### src/rtl/chan_pkg.sv
// Shared types and defaults for the channel join/responder block.
package chan_pkg;

  localparam int DATA_W_DEF   = 8;
  localparam int RESP_VAL_DEF = 42;

  typedef enum logic [1:0] {
    COLLECT = 2'd0,
    GAP     = 2'd1,
    RESPOND = 2'd2
  } state_t;

endpackage

### src/rtl/chan_join_responder_if.sv
// Handshake bundle for the two input channels (A, B) and the response channel (C).
interface chan_join_responder_if
  import chan_pkg::*;
#(
  parameter int DATA_W = DATA_W_DEF
);

  logic              a_valid;
  logic [DATA_W-1:0] a_data;
  logic              a_ready;
  logic              b_valid;
  logic [DATA_W-1:0] b_data;
  logic              b_ready;
  logic              c_valid;
  logic [DATA_W-1:0] c_data;
  logic              c_ready;

  modport slave (
    input  a_valid, a_data, b_valid, b_data, c_ready,
    output a_ready, b_ready, c_valid, c_data
  );

  modport master (
    output a_valid, a_data, b_valid, b_data, c_ready,
    input  a_ready, b_ready, c_valid, c_data
  );

endinterface

### src/rtl/chan_watchdog.sv
// Stall watchdog: counts consecutive stall cycles and raises a sticky alarm at TIMEOUT.
module chan_watchdog #(
  parameter int TIMEOUT = 16
) (
  input  logic clk,
  input  logic rst,
  input  logic stall,
  output logic deadlock
);

  localparam logic [7:0] LIMIT = 8'(TIMEOUT);

  logic [7:0] cnt_q, cnt_d;
  logic       deadlock_q, deadlock_d;

  // Counter saturates at the limit so a long stall cannot wrap it back to zero.
  always_comb begin
    cnt_d      = 8'd0;
    deadlock_d = deadlock_q;
    if (stall) begin
      cnt_d = (cnt_q == LIMIT) ? cnt_q : cnt_q + 8'd1;
    end
    if (cnt_d == LIMIT) begin
      deadlock_d = 1'b1;
    end
  end

  always_ff @(posedge clk) begin
    if (rst) begin
      cnt_q      <= 8'd0;
      deadlock_q <= 1'b0;
    end else begin
      cnt_q      <= cnt_d;
      deadlock_q <= deadlock_d;
    end
  end

  assign deadlock = deadlock_q;

endmodule

### src/rtl/chan_join_responder.sv
// Joins one transfer from each of channels A and B, then answers on C when the last flag is zero.
// Optional stall watchdog and deadlock port enabled by CHAN_JOIN_WATCHDOG_EN.
module chan_join_responder
  import chan_pkg::*;
#(
  parameter int DATA_W   = DATA_W_DEF,
  parameter int RESP_VAL = RESP_VAL_DEF,
  parameter int TIMEOUT  = 16
) (
  input  logic                 clk,
  input  logic                 rst,
  chan_join_responder_if.slave bus,
  output logic [DATA_W-1:0]    flag_q
`ifdef CHAN_JOIN_WATCHDOG_EN
  ,
  output logic                 deadlock
`endif
);

  localparam logic [DATA_W-1:0] RESP_WORD = DATA_W'(RESP_VAL);

  state_t            state_q, state_d;
  logic              a_done_q, a_done_d;
  logic              b_done_q, b_done_d;
  logic              a_ready_q, a_ready_d;
  logic              b_ready_q, b_ready_d;
  logic              c_valid_q, c_valid_d;
  logic [DATA_W-1:0] c_data_q, c_data_d;
  logic [DATA_W-1:0] flag_d;
  logic              a_xfer, b_xfer;

  // Readies are only ever high in COLLECT, so the transfer terms need no state qualifier.
  assign a_xfer = bus.a_valid & a_ready_q;
  assign b_xfer = bus.b_valid & b_ready_q;

  always_comb begin
    state_d  = state_q;
    a_done_d = a_done_q;
    b_done_d = b_done_q;
    flag_d   = flag_q;
    if (a_xfer) flag_d = bus.a_data;
    if (b_xfer) flag_d = bus.b_data;

    case (state_q)
      COLLECT: begin
        a_done_d = a_done_q | a_xfer;
        b_done_d = b_done_q | b_xfer;
        if (a_done_d && b_done_d) begin
          state_d  = GAP;
          a_done_d = 1'b0;
          b_done_d = 1'b0;
        end
      end
      GAP:     state_d = (flag_q == '0) ? RESPOND : COLLECT;
      RESPOND: if (bus.c_ready) state_d = COLLECT;
      default: state_d = COLLECT;
    endcase

    // Outputs are derived from the next state so they are registered alongside it.
    a_ready_d = (state_d == COLLECT) && !a_done_d;
    b_ready_d = (state_d == COLLECT) && !b_done_d;
    c_valid_d = (state_d == RESPOND);
    c_data_d  = c_valid_d ? RESP_WORD : '0;
  end

  always_ff @(posedge clk) begin
    if (rst) begin
      state_q   <= COLLECT;
      a_done_q  <= 1'b0;
      b_done_q  <= 1'b0;
      flag_q    <= '0;
      a_ready_q <= 1'b1;
      b_ready_q <= 1'b1;
      c_valid_q <= 1'b0;
      c_data_q  <= '0;
    end else begin
      state_q   <= state_d;
      a_done_q  <= a_done_d;
      b_done_q  <= b_done_d;
      flag_q    <= flag_d;
      a_ready_q <= a_ready_d;
      b_ready_q <= b_ready_d;
      c_valid_q <= c_valid_d;
      c_data_q  <= c_data_d;
    end
  end

  assign bus.a_ready = a_ready_q;
  assign bus.b_ready = b_ready_q;
  assign bus.c_valid = c_valid_q;
  assign bus.c_data  = c_data_q;

`ifdef CHAN_JOIN_WATCHDOG_EN
  logic stall;

  // Stalled when one channel is joined and the other sender is idle, or when C is back-pressured.
  assign stall = ((state_q == COLLECT) &&
                  ((a_done_q && !b_done_q && !bus.b_valid) ||
                   (b_done_q && !a_done_q && !bus.a_valid))) ||
                 ((state_q == RESPOND) && !bus.c_ready);

  chan_watchdog #(
    .TIMEOUT(TIMEOUT)
  ) u_watchdog (
    .clk     (clk),
    .rst     (rst),
    .stall   (stall),
    .deadlock(deadlock)
  );
`endif

endmodule

### src/flat_wrapper.sv
// flat-port wrapper written by rule: the top's interface ports become plain ports
module chan_join_responder_flat import chan_pkg::*;
#(
  parameter int DATA_W   = DATA_W_DEF,
  parameter int RESP_VAL = RESP_VAL_DEF,
  parameter int TIMEOUT  = 16
)
  (clk, rst, flag_q, bus_a_valid, bus_a_data, bus_b_valid, bus_b_data, bus_c_ready, bus_a_ready, bus_b_ready, bus_c_valid, bus_c_data);
  chan_join_responder_if #(.DATA_W(DATA_W)) bus_i ();
  input  logic clk;
  input  logic rst;
  output logic [DATA_W-1:0] flag_q;
  input wire logic [$bits(bus_i.a_valid)-1:0] bus_a_valid;
  input wire logic [$bits(bus_i.a_data)-1:0] bus_a_data;
  input wire logic [$bits(bus_i.b_valid)-1:0] bus_b_valid;
  input wire logic [$bits(bus_i.b_data)-1:0] bus_b_data;
  input wire logic [$bits(bus_i.c_ready)-1:0] bus_c_ready;
  output wire logic [$bits(bus_i.a_ready)-1:0] bus_a_ready;
  output wire logic [$bits(bus_i.b_ready)-1:0] bus_b_ready;
  output wire logic [$bits(bus_i.c_valid)-1:0] bus_c_valid;
  output wire logic [$bits(bus_i.c_data)-1:0] bus_c_data;
  assign bus_i.a_valid = bus_a_valid;
  assign bus_i.a_data = bus_a_data;
  assign bus_i.b_valid = bus_b_valid;
  assign bus_i.b_data = bus_b_data;
  assign bus_i.c_ready = bus_c_ready;
  assign bus_a_ready = bus_i.a_ready;
  assign bus_b_ready = bus_i.b_ready;
  assign bus_c_valid = bus_i.c_valid;
  assign bus_c_data = bus_i.c_data;
  chan_join_responder #(.DATA_W(DATA_W), .RESP_VAL(RESP_VAL), .TIMEOUT(TIMEOUT)) u_core (.clk(clk), .rst(rst), .bus(bus_i), .flag_q(flag_q));
endmodule
### config.mk
export PLATFORM = sky130hd
export DESIGN_NAME = chan_join_responder_flat
export DESIGN_NICKNAME = d
export VERILOG_FILES = /design/src/rtl/chan_pkg.sv /design/src/rtl/chan_join_responder_if.sv /design/src/rtl/chan_watchdog.sv /design/src/rtl/chan_join_responder.sv /design/src/flat_wrapper.sv
export SDC_FILE = /design/constraint.sdc
export NUM_CORES = 1
export LEC_CHECK = 0
export ABC_AREA = 1
export BUFFER_PORTS_ARGS = -buffer_cell sky130_fd_sc_hd__buf_2
export CELL_PAD_IN_SITES_DETAIL_PLACEMENT = 1
export CELL_PAD_IN_SITES_GLOBAL_PLACEMENT = 1
export CORE_AREA = 2 2 55 57
export CTS_CLUSTER_DIAMETER = 150
export DETAILED_ROUTE_END_ITERATION = 10
export DIE_AREA = 0 0 57 59
export HOLD_SLACK_MARGIN = 0.12
export PLACE_DENSITY = 0.82
export SETUP_SLACK_MARGIN = 0.5
export SYNTH_ARGS = -nofsm -noshare
export SYNTH_HDL_FRONTEND = slang
export SYNTH_SLANG_ARGS = --single-unit
### constraint.sdc
create_clock -name clk -period 1.3 [get_ports clk]
set_clock_uncertainty 0.15 [all_clocks]
set_input_delay 0.13 -clock clk [delete_from_list [all_inputs] [get_ports clk]]
set_output_delay 0.13 -clock clk [all_outputs]
set_load 0.05 [all_outputs]
-- Word-level counts from Yosys, hierarchy flattened
Cells that the tools add are included.
- flip-flop bits (word level): 23
- logic and storage cells: 35
- bits of input ports: 21
- reductions and logical operators: 9
- mux-type cells: 11
- bitwise operators: 4
- eq/ne operators: 3
- operator list (cell ; count):
    two-way mux 8 bit ; 2
    zero test 8 bit ; 1
    two-way mux 2 bit ; 3
    two-way mux 6 bit ; 1
    case mux 2 bit (3 select lines) ; 1
    equality test 2 bit, second input constant ; 2
    zero test 2 bit ; 2
    two-way mux 1 bit ; 4
    logical AND 1 bit ; 3
    AND 1 bit ; 2
    equality test 2 x 1 -> 1 bit, second input constant ; 1
    zero test 1 bit ; 2
    OR 1 bit ; 2
    nonzero test 2 bit ; 1

-- Depth between registers and ports, before layout
- depth after elaboration: 7
- gate-level depth with buffers: 8
- mapped depth without buffers: 7

-- Worst setup path before layout
OpenSTA, ideal clock, no wires.
- path kind: register to register
- from: register u_core.b_ready_q, in the netlist u_core.bus.b_ready
- to: register u_core.b_ready_q, in the netlist u_core.bus.b_ready
- cell stages (with the launch flop): 9
- setup time: 0.113 ns
- required time: 1.037 ns
- buffers on the path: 1
- setup slack: -0.255 ns
- arrival: 1.292 ns
- cells stage by stage: dfxtp_1 -> nand2_1 -> buf_6 -> nand2_2 -> nand2_1 -> nor2_1 -> nor2_2 -> nand3_1 -> nand2_1
- cells in the longest elaborated chain, start to end: 7
- elaborated cells on any way between the ends: 10
- RTL lines (item ; line ; text):
    from (decl) ; chan_join_responder.sv:26 ; logic b_ready_q, b_ready_d;
    from (signal assigned) ; chan_join_responder.sv:82 ; b_ready_q <= b_ready_d;
    AND 1 bit (*) ; chan_join_responder.sv:34 ; assign b_xfer = bus.b_valid & b_ready_q;
    OR 1 bit (*) ; chan_join_responder.sv:47 ; b_done_d = b_done_q | b_xfer;
    logical AND 1 bit ; chan_join_responder.sv:48 ; if (a_done_d && b_done_d) begin
    two-way mux 2 bit or two-way mux 1 bit (tied branches) ; chan_join_responder.sv:48 ;
    case mux 2 bit (3 select lines) or two-way mux 1 bit (tied branches) ; chan_join_responder.sv:44 ; case (state_q)
    zero test 2 bit or zero test 1 bit (tied branches) ; chan_join_responder.sv:61 ; b_ready_d = (state_d == COLLECT) && !b_done_d;
    logical AND 1 bit (*) ; chan_join_responder.sv:61 ;
Every way passes the cells marked *; elsewhere a longest branch is shown, timed or not.
A chain may end at the register's enable or synchronous reset.

-- Worst setup path after layout
- from: register u_core.b_ready_q, in the netlist u_core.bus.b_ready
- to: register u_core.flag_q[1]
- cells in the longest elaborated chain, start to end: 2
- elaborated cells on any way between the ends: 3
- RTL lines (item ; line ; text):
    AND 1 bit (*) ; chan_join_responder.sv:34 ;
    two-way mux 8 bit or nonzero test 2 bit (tied branches) ; - ;
    to (signal assigned) ; chan_join_responder.sv:80 ; flag_q <= flag_d;
    to (decl) ; chan_join_responder.sv:13 ; output logic [DATA_W-1:0] flag_q
Marked as above.

==> impl_results.md <==
- Clock sink total: 15
- Synth top area share: 40.9%
- Chip width: 57 microns
- Cell repeated most along the worst path: nor2_1
- Gr usage total: 15.1%
- Io pins: 40
- Largest stage delay on the critical path: 0.36 ns
- Worst hold margin: -0.0439 ns
- Endpoint class of the critical path: register
- Overflow after GRT: 0
- Crit path cell chain: nand2_4, buf_6, clkinv_8, nor2_1, nor2_1, o21ai_1, a21oi_1
- Switching Power: 0.778 mW
- Sequential area share after synthesis: 40.9%
- Yosys reg bits: 15
- P_leak: 0.573 nW
- Final setup vio count: 0
- Setup TNS: 0 ns
- Nets: 165
- Final Hold Fails: 7
- DRC: 0
- Mean Syn Cell Area: 6.99 sq um
- Layout cells sized above 1: 64.3%
- Share of power burned in registers: 34.9%
- Pwr per Cell Area: 1360 nW/um^2
- Post-synth EDFFs: 0
- Post-Synthesis Cells: 105
- Die Ht: a little under 60 microns
- Starting Density: 27.1%
- Worst IR Drop VDD: 0.812 mV
- DRT Pass-1 Iters: 3
- Buffers & Inverters on Critical Path: 2
- Largest net degree at the start of global routing: 17
- Family with the most delay on the worst path: flip-flops
- Placer Congestion: roughly 0.75
- Clock buffer depth: 2
- Synth area leaders: dfxtp_1 (41%), nor2_1 (14%), nand2_1 (8.7%)
- Period minus WS final: 1.24 ns
- Clock H-tree levels: 1
- Final WL: 2610 microns
- Row count: 19
- Switching Share: 43.5%
- Failing checks: hold timing
- Clock-pin slew on the worst setup and hold paths: around 0.1 ns
- Cell Int Power: 1.01 mW
- Non-Filler Instances: 174
- Comb pwr share: ~49%
- Ys Warns: 0
- CTS root buffer: clkbuf_4
- Synth Flop Type: dfxtp_1
- Placed instance count: 165
- Crit start category: register
- Number of vias per cell: about 4.7
- Global-route wire length before repair: around 3800 microns
- HP Class: in -> reg
- CP Data Arrival Time: ~1.3 ns
- CTS tree: yes
- Area leader, netlist: dfxtp_1
- Buffers added on ports: 34
- Synthesis-to-finish area growth: 78.7%
- DRT iter0 DRCs: 19
- Library cells used by synthesis: 17
- Die ar.: 3360 sq um
- Synth Cell Area: 734 sq um
- Worst Path Max Fanout: 8
- Clock Latency Late Sink: about 0.30 ns
- Via count: 819
- Area of the core: 2710 sq um
- Number of diodes: 0
- CTS Buf Count: 3
- Final HPWL from detailed placement: 1560 microns
- Number of global-route vias before repair: 834
- Placed Instance Area: between 900 and 1000 sq um
- Drt wl/cell: 15.0 microns
- Setup Crit Path Kind: reg -> reg
- Clock power frac: between 10% and 20%
- Max Slew Vio Count: 0
- Max Cap Viol: 0
- Unrepaired setup endpoints after global routing: true
- Max stage delay cell, worst path: dfxtp_4
- Outcome: complete, but fails checks
- Fmax: 809 MHz
- Worst EP required: 1.36 ns
- Final ANT Viol Nets: 0
- Final period util: 95.1%
- Final Instance Area: 1310 sq um
- Initial antenna violation count: 0
- FFs w/ async S/R, synth: 0%
==> through the flow <==
| step | util, % | worst slack, ns | power, mW | hold slack, ns |
|---|---|---|---|---|
| floorplan | - | 0.0599 | 1.08 | 0.0394 |
| global placement | 35.0 | 0.0939 | 1.17 | 0.247 |
| detailed placement | 35.0 | 0.0286 | 1.19 | 0.266 |
| CTS | 43.3 | 0.0802 | 1.64 | -0.0432 |
| global route | 48.4 | -0.0118 | 1.89 | -0.0418 |
| finish | 48.4 | 0.0637 | 1.79 | -0.0439 |
==> synth_stat cells, types with 2 or more instances <==
library cell	n
a21oi_1	6
a21oi_2	2
buf_4	8
buf_6	2
dfxtp_1	15
inv_1	3
inv_2	2
nand2_1	17
nand3_1	6
nor2_1	27
nor2_2	4
o21ai_1	8
==> power by group through the flow <==
stage          clock (mW)  sequential [mW]  combinational, mW
2_1_floorplan           0            0.759              0.318
3_3_place_gp            0            0.585              0.584
3_5_place_dp            0            0.589              0.602
4_1_cts             0.282            0.603              0.760
5_1_grt             0.314            0.635              0.940
6_report            0.282            0.624              0.881
==> final timing paths <==
kind,to,start,depth (start not counted),slack (ns)
worst min register to register,u_core.flag_q[4],u_core.flag_q[4],2,0.37
worst min-delay path,u_core.flag_q[4],bus_b_data[4],3,-0.04
worst max register to register,u_core.flag_q[1],u_core.bus.b_ready,7,0.06
worst max-delay path,u_core.flag_q[1],u_core.bus.b_ready,7,0.06
==> sequential cells by signal (all words and copies together) (netlist names) <==
signal / flops
u_core.bus.b_ready: 1
u_core.flag_q: 8
u_core.bus.c_data: 1
u_core.state_q: 2
u_core.bus.a_ready: 1
u_core.b_done_q: 1
u_core.a_done_q: 1
==> layout by cell type, fill, tap and decap left out, drive strengths merged <==
master and n:
inv 5, nor3 1, nand3 6, clkinv 2
buf 41, clkbuf 3, nand2 18, a21oi 8
dfxtp 15, conb 5, o21ai 8, nor2 31
==> logic make-up after synthesis <==
family | after synthesis | share of synthesized area, %
DFF | 15 | 40.9
buffers and inverters | 17 | 15.2
AOI/OAI and AO/OA | 16 | 11.9
other | 1 | 0.511
and+or+nand+nor | 56 | 31.5
==> routing by layer <==
metal	up-vias	wire [microns]	share of wire [%]	GRT usage, %
li1	396	-	-	-
met2	31	1470	56	27.6
met4	0	83	3.2	8.97
met1	386	917	35	15.6
met5	-	0	0	0
met3	6	142	5.4	3.93
==> final cells by class <==
| cell class | instances | area, sq um |
|---|---|---|
| timing repair buffer | 41 | 374 |
| inverter | 6 | 40.0 |
| clock buffer | 3 | 22.5 |
| multi-input combinational | 77 | 488 |
| fill | 321 | 1400 |
| tap | 31 | 38.8 |
| clock inverter | 1 | 5.00 |
| sequential | 15 | 344 |
==> worst reg2reg max path: stages (launching register included) <==
cell and delay, ns:
dfxtp_4 0.36, nand2_4 0.06, buf_6 0.13, clkinv_8 0.06, nor2_1 0.05, nor2_1 0.09
o21ai_1 0.07, a21oi_1 0.19
==> timing repair <==
action | CTS | global route
hold endpoints to repair | 15 | 15
pin swaps | 8 | 12
setup buffers | 5 | 0
gates resized for setup | 49 | 35
setup endpoints to repair | 29 | 29
Note: power is estimated with default switching activity, not from simulation.
